===== config.mk =====
export PLATFORM = sky130hd
export DESIGN_NAME = llsc_reservation_monitor
export DESIGN_NICKNAME = d
export VERILOG_FILES = /design/src/rtl/mc_common_pkg.sv /design/src/rtl/llsc_resv_table.sv /design/src/rtl/llsc_reservation_monitor.sv
export SDC_FILE = /design/constraint.sdc
export NUM_CORES = 1
export LEC_CHECK = 0
export BUFFER_PORTS_ARGS = -buffer_cell sky130_fd_sc_hd__buf_4
export CAP_MARGIN = 40
export CORE_AREA = 4 4 128 191
export DETAILED_ROUTE_END_ITERATION = 12
export DIE_AREA = 0 0 132 195
export HOLD_SLACK_MARGIN = 0.06
export PLACE_DENSITY_LB_ADDON = 0.15
export SYNTH_ARGS = -nofsm -noshare
export SYNTH_HDL_FRONTEND = slang
export SYNTH_SLANG_ARGS = --single-unit

===== constraint.sdc =====
create_clock -name clk -period 8.78 [get_ports clk]
set_input_delay 1.317 -clock clk [delete_from_list [all_inputs] [get_ports clk]]
set_output_delay 1.317 -clock clk [all_outputs]
set_load 0.01 [all_outputs]

===== src/rtl/mc_common_pkg.sv =====
// rtl/mc_common_pkg.sv - shared memory request/response types and LL/SC definitions
package mc_common_pkg;

   localparam int NCORES             = 4;
   localparam int MEM_ADDR_W         = 32;
   localparam int MEM_DATA_W         = 32;
   localparam int LINE_BYTES_DEFAULT = 16;
   localparam int TAG_W_DEFAULT      = MEM_ADDR_W - $clog2(LINE_BYTES_DEFAULT);

   // Request as seen on both the arbiter side and the L2 side
   typedef struct packed {
      logic                  valid;
      logic [MEM_ADDR_W-1:0] addr;
      logic                  we;
      logic [MEM_DATA_W-1:0] wdata;
      logic                  ll;
      logic                  sc;
   } mem_req_t;

   typedef struct packed {
      logic                  valid;
      logic [MEM_DATA_W-1:0] rdata;
      logic                  sc_success;
   } mem_resp_t;

   // One reservation slot at the default line granularity
   typedef struct packed {
      logic                     v;
      logic [TAG_W_DEFAULT-1:0] tag;
   } resv_t;

   typedef enum logic [1:0] {
      IDLE = 2'd0,
      WAIT = 2'd1,
      RESP = 2'd2,
      FAIL = 2'd3
   } llsc_state_e;

endpackage


===== src/rtl/llsc_resv_table.sv =====
// rtl/llsc_resv_table.sv - per-core load-linked reservation storage with set/kill/clear/lookup
module llsc_resv_table #(
   parameter int NCORES = 4,
   parameter int TAG_W  = 28
) (
   input  logic                      clk,
   input  logic                      rst_n,
   input  logic                      set_i,
   input  logic [$clog2(NCORES)-1:0] set_core_i,
   input  logic [TAG_W-1:0]          set_tag_i,
   input  logic                      kill_i,
   input  logic [TAG_W-1:0]          kill_tag_i,
   input  logic                      clr_i,
   input  logic [$clog2(NCORES)-1:0] clr_core_i,
   input  logic [$clog2(NCORES)-1:0] lookup_core_i,
   output logic                      lookup_v_o,
   output logic [TAG_W-1:0]          lookup_tag_o,
   output logic [NCORES-1:0]         valid_o
);

   logic [NCORES-1:0] v_q, v_d;
   logic [TAG_W-1:0]  tag_q [NCORES];
   logic [TAG_W-1:0]  tag_d [NCORES];

   // Apply kill, then own-clear, then set; the controller issues at most one per cycle
   always_comb begin
      v_d   = v_q;
      tag_d = tag_q;
      if (kill_i) begin
         for (int i = 0; i < NCORES; i++) begin
            if (v_q[i] && (tag_q[i] == kill_tag_i)) begin
               v_d[i] = 1'b0;
            end
         end
      end
      if (clr_i) begin
         v_d[clr_core_i] = 1'b0;
      end
      if (set_i) begin
         v_d[set_core_i]   = 1'b1;
         tag_d[set_core_i] = set_tag_i;
      end
   end

   // Reservation registers
   always_ff @(posedge clk) begin
      if (!rst_n) begin
         v_q <= '0;
         for (int i = 0; i < NCORES; i++) begin
            tag_q[i] <= '0;
         end
      end else begin
         v_q   <= v_d;
         tag_q <= tag_d;
      end
   end

   assign lookup_v_o   = v_q[lookup_core_i];
   assign lookup_tag_o = tag_q[lookup_core_i];
   assign valid_o      = v_q;

endmodule


===== src/rtl/llsc_reservation_monitor.sv =====
// rtl/llsc_reservation_monitor.sv - central LL/SC resolution between the L1 arbiter and L2
module llsc_reservation_monitor
   import mc_common_pkg::*;
#(
   parameter int NCORES     = mc_common_pkg::NCORES,
   parameter int LINE_BYTES = LINE_BYTES_DEFAULT,
   parameter int ADDR_W     = 32
) (
   input  logic                      clk,
   input  logic                      rst_n,
   input  mem_req_t                  up_req,
   input  logic [$clog2(NCORES)-1:0] up_core,
   output mem_resp_t                 up_resp,
   output mem_req_t                  down_req,
   input  mem_resp_t                 down_resp,
   output logic [NCORES-1:0]         resv_valid,
   output logic [31:0]               sc_pass_cnt,
   output logic [31:0]               sc_fail_cnt
);

   localparam int OFF_W = $clog2(LINE_BYTES);
   localparam int TAG_W = ADDR_W - OFF_W;

   llsc_state_e     state_q, state_d;
   mem_req_t        down_q, down_d;
   logic            sc_succ_q, sc_succ_d;
   logic [31:0]     rdata_q, rdata_d;
   logic [31:0]     pass_q, pass_d;
   logic [31:0]     fail_q, fail_d;

   logic             set_en, kill_en, clr_en;
   logic             lk_v;
   logic [TAG_W-1:0] lk_tag;
   logic [TAG_W-1:0] up_tag;
   logic             unused_resp_bits;

   assign up_tag           = up_req.addr[ADDR_W-1:OFF_W];
   assign unused_resp_bits = down_resp.sc_success;

   llsc_resv_table #(
      .NCORES (NCORES),
      .TAG_W  (TAG_W)
   ) u_resv_table (
      .clk           (clk),
      .rst_n         (rst_n),
      .set_i         (set_en),
      .set_core_i    (up_core),
      .set_tag_i     (up_tag),
      .kill_i        (kill_en),
      .kill_tag_i    (up_tag),
      .clr_i         (clr_en),
      .clr_core_i    (up_core),
      .lookup_core_i (up_core),
      .lookup_v_o    (lk_v),
      .lookup_tag_o  (lk_tag),
      .valid_o       (resv_valid)
   );

   // Classify at acceptance, drive reservation updates, track the single L2 transaction
   always_comb begin
      state_d   = state_q;
      down_d    = down_q;
      sc_succ_d = sc_succ_q;
      rdata_d   = rdata_q;
      pass_d    = pass_q;
      fail_d    = fail_q;
      set_en    = 1'b0;
      kill_en   = 1'b0;
      clr_en    = 1'b0;
      up_resp   = '0;

      case (state_q)
         IDLE: begin
            if (up_req.valid) begin
               if (up_req.sc) begin
                  // An SC carrying ll as well is still resolved as an SC
                  if (lk_v && (lk_tag == up_tag)) begin
                     kill_en      = 1'b1;
                     down_d       = up_req;
                     down_d.valid = 1'b1;
                     down_d.we    = 1'b1;
                     down_d.ll    = 1'b0;
                     down_d.sc    = 1'b0;
                     sc_succ_d    = 1'b1;
                     state_d      = WAIT;
                  end else begin
                     clr_en    = 1'b1;
                     sc_succ_d = 1'b0;
                     state_d   = FAIL;
                  end
               end else begin
                  if (up_req.ll) begin
                     set_en = 1'b1;
                  end else if (up_req.we) begin
                     kill_en = 1'b1;
                  end
                  down_d       = up_req;
                  down_d.valid = 1'b1;
                  sc_succ_d    = 1'b0;
                  state_d      = WAIT;
               end
            end
         end
         WAIT: begin
            if (down_resp.valid) begin
               rdata_d = down_resp.rdata;
               down_d  = '0;
               state_d = RESP;
            end
         end
         RESP: begin
            up_resp.valid      = 1'b1;
            up_resp.rdata      = rdata_q;
            up_resp.sc_success = sc_succ_q;
            if (sc_succ_q && (pass_q != 32'hFFFF_FFFF)) begin
               pass_d = pass_q + 32'd1;
            end
            state_d = IDLE;
         end
         FAIL: begin
            up_resp.valid = 1'b1;
            if (fail_q != 32'hFFFF_FFFF) begin
               fail_d = fail_q + 32'd1;
            end
            state_d = IDLE;
         end
         default: begin
            state_d = IDLE;
         end
      endcase
   end

   // State, L2 request holding register, response data and SC counters
   always_ff @(posedge clk) begin
      if (!rst_n) begin
         state_q   <= IDLE;
         down_q    <= '0;
         sc_succ_q <= 1'b0;
         rdata_q   <= '0;
         pass_q    <= '0;
         fail_q    <= '0;
      end else begin
         state_q   <= state_d;
         down_q    <= down_d;
         sc_succ_q <= sc_succ_d;
         rdata_q   <= rdata_d;
         pass_q    <= pass_d;
         fail_q    <= fail_d;
      end
   end

   assign down_req    = down_q;
   assign sc_pass_cnt = pass_q;
   assign sc_fail_cnt = fail_q;

endmodule


==> results.sh, run 1 <==
export IMPL_synth_area_per_cell_um2=8.97
export IMPL_root_buffer="clkbuf_16"
export IMPL_grt_overflow=0
export IMPL_yosys_register_bits=282
export IMPL_synthToLayoutAreaGrowth_pct=21.4
export IMPL_hold_buffers=0
export IMPL_post_cts_resized=0
export IMPL_wire_per_inst_um=19.3
export IMPL_die_w_um=132
export IMPL_cp_arrival_ps=5170
export IMPL_nFillCells=1828
export IMPL_synth_fp_nets=1614
export IMPL_crit_path_max_incr_delay_ps=610
export IMPL_clock_path_buffers=3
export IMPL_die_h_um=195
export IMPL_rsz0062_at_grt="false"
export IMPL_antenna_left=0
export IMPL_io_buffers=273
export IMPL_grt_max_degree=103
export IMPL_slew_headroom_pct=42.3
export IMPL_worst_pin_slew_ps=861
export IMPL_required_ps=9240
export IMPL_drc_errors=0
export IMPL_antenna_cells=0
export IMPL_crit_type="primary input to register"
export IMPL_status="finished, final reports clean"
export IMPL_regArea_um2=5650
export IMPL_drive_above_1_share_pct=20.6
export IMPL_rr_worst_depth=9
export IMPL_ir_worst_vdd_uv=164
export IMPL_crit_top_cell="buf_4"
export IMPL_start_util_pct=59.0
export IMPL_cts_tree="built"
export IMPL_core_um2=22900
export IMPL_grt_util_met2_pct=52.7
export IMPL_post_dp_hpwl_mm=27.2
export IMPL_ys_flop_type="dfxtp_1"
export IMPL_dp_cells=1962
export IMPL_hold_class="register to register"
export IMPL_drt_first_pass_iters=5
export IMPL_num_rows=68
export IMPL_clock_sinks=282
export IMPL_syn_inst=1506
export IMPL_busiest_layer="met2"
export IMPL_end_kind="register"
export IMPL_min_period_ps=4710
export IMPL_fin_util_pct=71.6
export IMPL_slowest_stage="buf_4"
export IMPL_hold_viol_final=0
export IMPL_finClkSkew_ps=8.86
export IMPL_grt_met3_usage_pct=3.27
export IMPL_ys_types=57
export IMPL_synth_area_um2=13500
export IMPL_drtIter0Drc=841
export IMPL_fin_cells=2004
export IMPL_nets=1819
export IMPL_fmax_ghz=0.212
export IMPL_leakage_nw=6.20
export IMPL_ios=276
export IMPL_drt_wl_total_mm=38.7
export IMPL_power_density_nw_per_um2=168
export IMPL_tns_ps=0
export IMPL_antenna_found_initial=0
export IMPL_grt_use_met1_pct=33.2
export IMPL_min_path_cells=2
export IMPL_synth_edff_count=0
export IMPL_start_kind="primary input"
export IMPL_grt_pass1_wl_mm=60.8
export IMPL_synth_warnings=0
export IMPL_drv_slew=0
export IMPL_grt_pass1_vias=11356
export IMPL_fin_crit_sh_pct=53.7
export IMPL_postCtsSetupBuffers=0
export IMPL_ys_async_sr_fraction_pct=0
export IMPL_h_tree_depth=1
export IMPL_cap_violations=0
export IMPL_cts_buffers=27
export IMPL_gp_congestion=0.957
export IMPL_track_usage_pct=28.8
export IMPL_die_area_um2=25700
export IMPL_viasPerCell=5.77
export IMPL_critical_path_cell_chain="buf_4, mux2i_1, nor2_1, or4_4, a2111oi_4, nand3_1, o22a_1, nor2_4, buf_4, a22o_1"
export IMPL_clk_pin_slew_worst_paths_ps=60
export IMPL_insertion_delay_ps=530
export IMPL_yosysSeqAreaShare_pct=41.8
export IMPL_num_vias=11568
export IMPL_finalSetupViolCount=0
export IMPL_multi_input_area_um2=7310
export IMPL_critPathMaxFanout=52
==> layout by cell type, fill, tap and decap left out, drive strengths merged, types with 4 or more instances in the layout <==
cell type,n
nand2,320
buf,291
dfxtp,282
xnor2,162
a21boi,152
and2,92
a22o,65
nand4,52
clkbuf,38
nand3,34
mux2i,28
xor2,22
nor2,18
and3,16
mux4,16
nor2b,14
o21ai,13
nor4,12
inv,11
or3,10
and4,9
a211oi,4
nand3b,4
a21oi,4
a31o,4
o22ai,4
nor3,4
==> power breakdown <==
group / internal [mW] / leakage (nW) / switching (mW) / total [mW]
Combinational: 0.122 / 3.51 / 0.146 / 0.268
Clock: 0.680 / 0.416 / 0.474 / 1.15
Sequential: 1.31 / 2.28 / 0.0196 / 1.33
==> layout make-up <==
cell class / instances / area share, %
clock inverters: 4 / 0.580
clock buffers: 38 / 4.62
inverters: 11 / 0.252
multi-input cells: 1098 / 44.6
flip-flops and latches: 282 / 34.4
repair buffers: 291 / 13.4
well taps: 280 / 2.14
==> cell families after synthesis <==
family	Yosys count	share of synthesized area, %
AND/OR/NAND/NOR	595	21.3
flip-flops	282	41.8
AO/OA/AOI/OAI	271	15.7
XOR/XNOR	184	11.9
buffers and inverters	126	4.21
multiplexers	45	4.83
adder cells (fa/ha/maj)	2	0.185
other	1	0.0278
==> flip-flops by register name, indices dropped and copies added, names as in the netlist <==
name,flops
sc_fail_cnt,32
down_req,67
state_q,2
sc_pass_cnt,32
sc_succ_q,1
u_resv_table.valid_o,4
rdata_q,32
u_resv_table.tag_q,112
==> synth_stat cells, types with 4 or more instances <==
library cell  count  share of area, %
nand4_1          52               2.4
nor4_1           12              0.56
nand3_1          34               1.3
and4_1            9              0.58
and3_1           16              0.74
a21oi_1           4              0.15
buf_2            10              0.37
buf_1            13              0.36
nand3b_1          4              0.22
a211oi_1          4              0.22
nor2_1           18              0.50
o22ai_1           4              0.19
nand2_1         320               8.9
nor2b_1          14              0.65
and2_1           91               4.2
buf_4             5              0.28
nor3_1            4              0.15
or3_1            10              0.46
xor2_1           22               1.4
a21boi_0        152               8.5
mux2i_1          28               2.1
dfxtp_1         282                42
clkbuf_1         79               2.2
xnor2_1         162                11
buf_6             7              0.58
inv_1            11              0.31
mux4_2           16               2.7
o21ai_0          13              0.48
a22o_1           65               4.2
==> metal layers <==
metal | wire [um] | part of all wire, %
met3 | 1990 | 5.2
met2 | 19900 | 52
met1 | 14700 | 38
met4 | 2020 | 5.2
met5 | 0 | 0
==> stage by stage <==
step                      hold slack [ps]  instance area [um2]  worst slack (ps)  power [mW]
final                                 458                16400              4070        2.75
after global routing                  487                16400              3880        2.84
after CTS                             462                16400              4130        2.76
after detailed placement              454                15500              3590        1.62
after global placement                447                15500              3660        1.62
after floorplan                       439                13500              5080        1.51
==> path summary, 6_finish.rpt <==
kind / start / to / slack, ps
hold reg to reg: rdata_q[10] / rdata_q[10] / 460
hold / removal: rdata_q[10] / rdata_q[10] / 460
setup reg to reg: u_resv_table.tag_q[2] / down_req[35] / 5220
setup / recovery: up_core[1] / down_req[35] / 4070
==> critical path, delay by kind of cell <==
kind,cells,cell delay [ps]
and+or+nand+nor,4,1340
AOI/OAI and AO/OA,3,860
muxes,1,440
buffers and inverters,2,1150
Power figures use the tool's default switching activity.
==> run 2, diff against run 1 <==
--- a/config.mk
+++ b/config.mk
@@ -5,11 +5,12 @@
 export SDC_FILE = /design/constraint.sdc
 export NUM_CORES = 1
 export LEC_CHECK = 0
+export ABC_AREA = 1
 export BUFFER_PORTS_ARGS = -buffer_cell sky130_fd_sc_hd__buf_4
 export CAP_MARGIN = 40
-export CORE_AREA = 4 4 128 191
+export CORE_AREA = 4 4 142 213
 export DETAILED_ROUTE_END_ITERATION = 12
-export DIE_AREA = 0 0 132 195
+export DIE_AREA = 0 0 146 217
 export HOLD_SLACK_MARGIN = 0.06
 export PLACE_DENSITY_LB_ADDON = 0.15
 export SYNTH_ARGS = -nofsm -noshare
==> constraint.sdc (replaced) <==
create_clock -name clk -period 3.8 [get_ports clk]
set_input_delay 0.57 -clock clk [delete_from_list [all_inputs] [get_ports clk]]
set_output_delay 0.57 -clock clk [all_outputs]
set_load 0.01 [all_outputs]
==> run 2 against run 1 <==
- area after synthesis rose by 6.2%
- power rose to 2.9 times the previous value
- die area rose by 23%
- cell count rose by 34%
==> results.sh, run 2 <==
export IMPL_slowest_stage="inv_2"
export IMPL_finClkSkew_ps=16.3
export IMPL_core_um2=28400
export IMPL_mostFrequentLayoutCells="nand2_1, dfxtp_1, buf_4"
export IMPL_start_kind="register"
export IMPL_grt_util_met2_pct=47.9
export IMPL_ys_flop_type="dfxtp_1"
export IMPL_drt_first_pass_iters=8
export IMPL_h_tree_depth=1
export IMPL_synth_most_common_cell="nand2_1"
export IMPL_r2r_start="state_q[0]"
export IMPL_drv_slew=0
export IMPL_grt_pass1_wl_mm=69.2
export IMPL_start_util_pct=50.4
export IMPL_synth_area_um2=14300
export IMPL_crit_type="register to register"
export IMPL_hold_buffers=0
export IMPL_hold_class="primary input to register"
export IMPL_min_period_ps=3080
export IMPL_yosys_area_top_type="dfxtp_1"
export IMPL_regMostFlops="u_resv_table.tag_q"
export IMPL_synth_area_per_cell_um2=6.75
export IMPL_grt_overflow=0
export IMPL_rsz0062_at_grt="false"
export IMPL_ir_worst_vdd_uv=373
export IMPL_post_cts_resized=0
export IMPL_insertion_delay_ps=560
export IMPL_synth_fp_nets=2232
export IMPL_cp_arrival_ps=3490
export IMPL_fmax_ghz=0.325
export IMPL_rrSetupSlack_ps=720
export IMPL_num_rows=76
export IMPL_antenna_left=0
export IMPL_postCtsSetupBuffers=0
export IMPL_yosysSeqAreaShare_pct=39.4
export IMPL_critPathMaxFanout=48
export IMPL_synth_top_area_share_pct=39.4
export IMPL_fin_crit_sh_pct=80.9
export IMPL_cts_tree="built"
export IMPL_busiest_layer="met2"
export IMPL_die_area_um2=31700
export IMPL_tns_ps=0
export IMPL_power_density_nw_per_um2=455
export IMPL_die_h_um=217
export IMPL_leakage_nw=7.44
export IMPL_finalSetupViolCount=0
export IMPL_grt_use_met1_pct=29.5
export IMPL_fin_util_pct=61.5
export IMPL_clk_pin_slew_worst_paths_ps=60
export IMPL_ys_async_sr_fraction_pct=0
export IMPL_holdCritStartpoint="down_resp[6]"
export IMPL_drc_errors=0
export IMPL_hold_viol_final=0
export IMPL_num_vias=14344
export IMPL_rr_worst_depth=13
export IMPL_cap_violations=0
export IMPL_synth_common_cells="nand2_1, dfxtp_1, a21oi_1"
export IMPL_total_power_mw=7.95
export IMPL_synth_edff_count=0
export IMPL_ios=276
export IMPL_grt_pass1_vias=13468
export IMPL_antenna_found_initial=2
export IMPL_viasPerCell=5.36
export IMPL_status="finished, final reports clean"
export IMPL_cts_buffers=28
export IMPL_drt_wl_total_mm=43.8
export IMPL_ys_types=42
export IMPL_die_w_um=146
export IMPL_critical_path_cell_chain="inv_1, nor2_2, buf_4, inv_1, or2_2, o21ai_1, nor2_1, nand2_1, inv_2, nand2_1, inv_2, o21ai_0, a21oi_1"
export IMPL_crit_path_max_incr_delay_ps=420
export IMPL_synth_warnings=0
export IMPL_synth_area_top_cells="dfxtp_1, nand2_1, a21oi_1"
export IMPL_dp_slack_ps=519
export IMPL_nets=2413
export IMPL_grt_max_degree=122
export IMPL_final_common_cell="nand2_1"
export IMPL_dp_cells=2626
export IMPL_r2r_end="u_resv_table.tag_q[28]"
export IMPL_root_buffer="clkbuf_16"
export IMPL_largest_register_ffs=112
export IMPL_syn_inst=2124
export IMPL_fin_cells=2678
export IMPL_gp_congestion=0.915
export IMPL_layout_setup_ws_ps=725
export IMPL_synthToLayoutAreaGrowth_pct=21.9
export IMPL_hold_path_end="rdata_q[5]"
export IMPL_wire_per_inst_um=16.4
export IMPL_clock_path_buffers=3
export IMPL_required_ps=4210
export IMPL_grt_met3_usage_pct=3.33
export IMPL_slew_headroom_pct=48.1
export IMPL_worst_pin_slew_ps=777
export IMPL_clock_sinks=282
export IMPL_drtIter0Drc=928
export IMPL_yosys_register_bits=282
export IMPL_min_path_cells=3
export IMPL_drive_above_1_share_pct=15.2
export IMPL_end_kind="register"
export IMPL_track_usage_pct=26.4
export IMPL_io_buffers=273
export IMPL_post_dp_hpwl_mm=31.1
run 2: changes by cell type after synthesis, sizes merged, moves of 65 or more:
cell,previous run,this run
a21boi,152,0
a21oi,4,258
and2,92,1
xnor2,162,66
inv,11,169
nor2,18,187
a22o,65,0
o21ai,13,179
nand2,320,557
run 2: cell type report:
| type | count | area [um2] |
|---|---|---|
| clock inverter | 10 | 203 |
| multi-input combinational | 1530 | 7410 |
| timing repair buffer | 289 | 2290 |
| antenna | 1 | 2.50 |
| sequential | 282 | 5650 |
| fill | 2709 | 11000 |
| tap | 351 | 439 |
| inverter | 174 | 657 |
| clock buffer | 41 | 831 |
run 2: worst max-delay path by stage:
stage          startpoint                      to  slack (ps)  cells after the start
2_1_floorplan  up_core[0]            down_req[49]        1480                     18
3_3_place_gp   up_core[0]            down_req[50]         540                     18
3_5_place_dp   up_core[0]            down_req[46]         520                     18
4_1_cts        state_q[0]  u_resv_table.tag_q[35]         740                     13
5_1_grt        state_q[0]  u_resv_table.tag_q[53]         400                     13
6_report       state_q[0]  u_resv_table.tag_q[28]         720                     13
run 2: where the power goes:
group / internal, mW / switching, mW
registers: 3.17 / 0.118
clock network: 1.92 / 1.21
logic: 0.589 / 0.940
total: 5.68 / 2.27
run 2: per-layer routing:
layer / up-vias / part of all wire, % / wire, um
met4: 2 / 6.4 / 2810
met5: - / 0.030 / 13
met3: 133 / 4.7 / 2040
met1: 6570 / 38 / 16500
met2: 420 / 51 / 22400
li1: 7219 / - / -
run 2: logic make-up after synthesis:
| logic type | count (synthesis) | share of synthesized area, % |
|---|---|---|
| AND/OR/NAND/NOR | 967 | 28.6 |
| other | 1 | 0.0262 |
| adder cells (fa/ha/maj) | 2 | 0.175 |
| AO/OA/AOI/OAI | 452 | 16.1 |
| XOR/XNOR | 108 | 6.60 |
| flip-flops | 282 | 39.4 |
| buffers and inverters | 312 | 9.14 |
run 2: critical path: cells and delay by family (launching register included):
kind / cells / cell delay [ps]
and+or+nand+nor: 5 / 1120
buffers and inverters: 5 / 940
AOI/OAI and AO/OA: 3 / 460
DFF: 1 / 370
run 2: metrics by stage:
step	area (um2)	hold WS, ps
2_1_floorplan	14300	430
3_3_place_gp	16300	441
3_5_place_dp	16400	444
4_1_cts	17500	278
5_1_grt	17500	297
6_report	17500	297
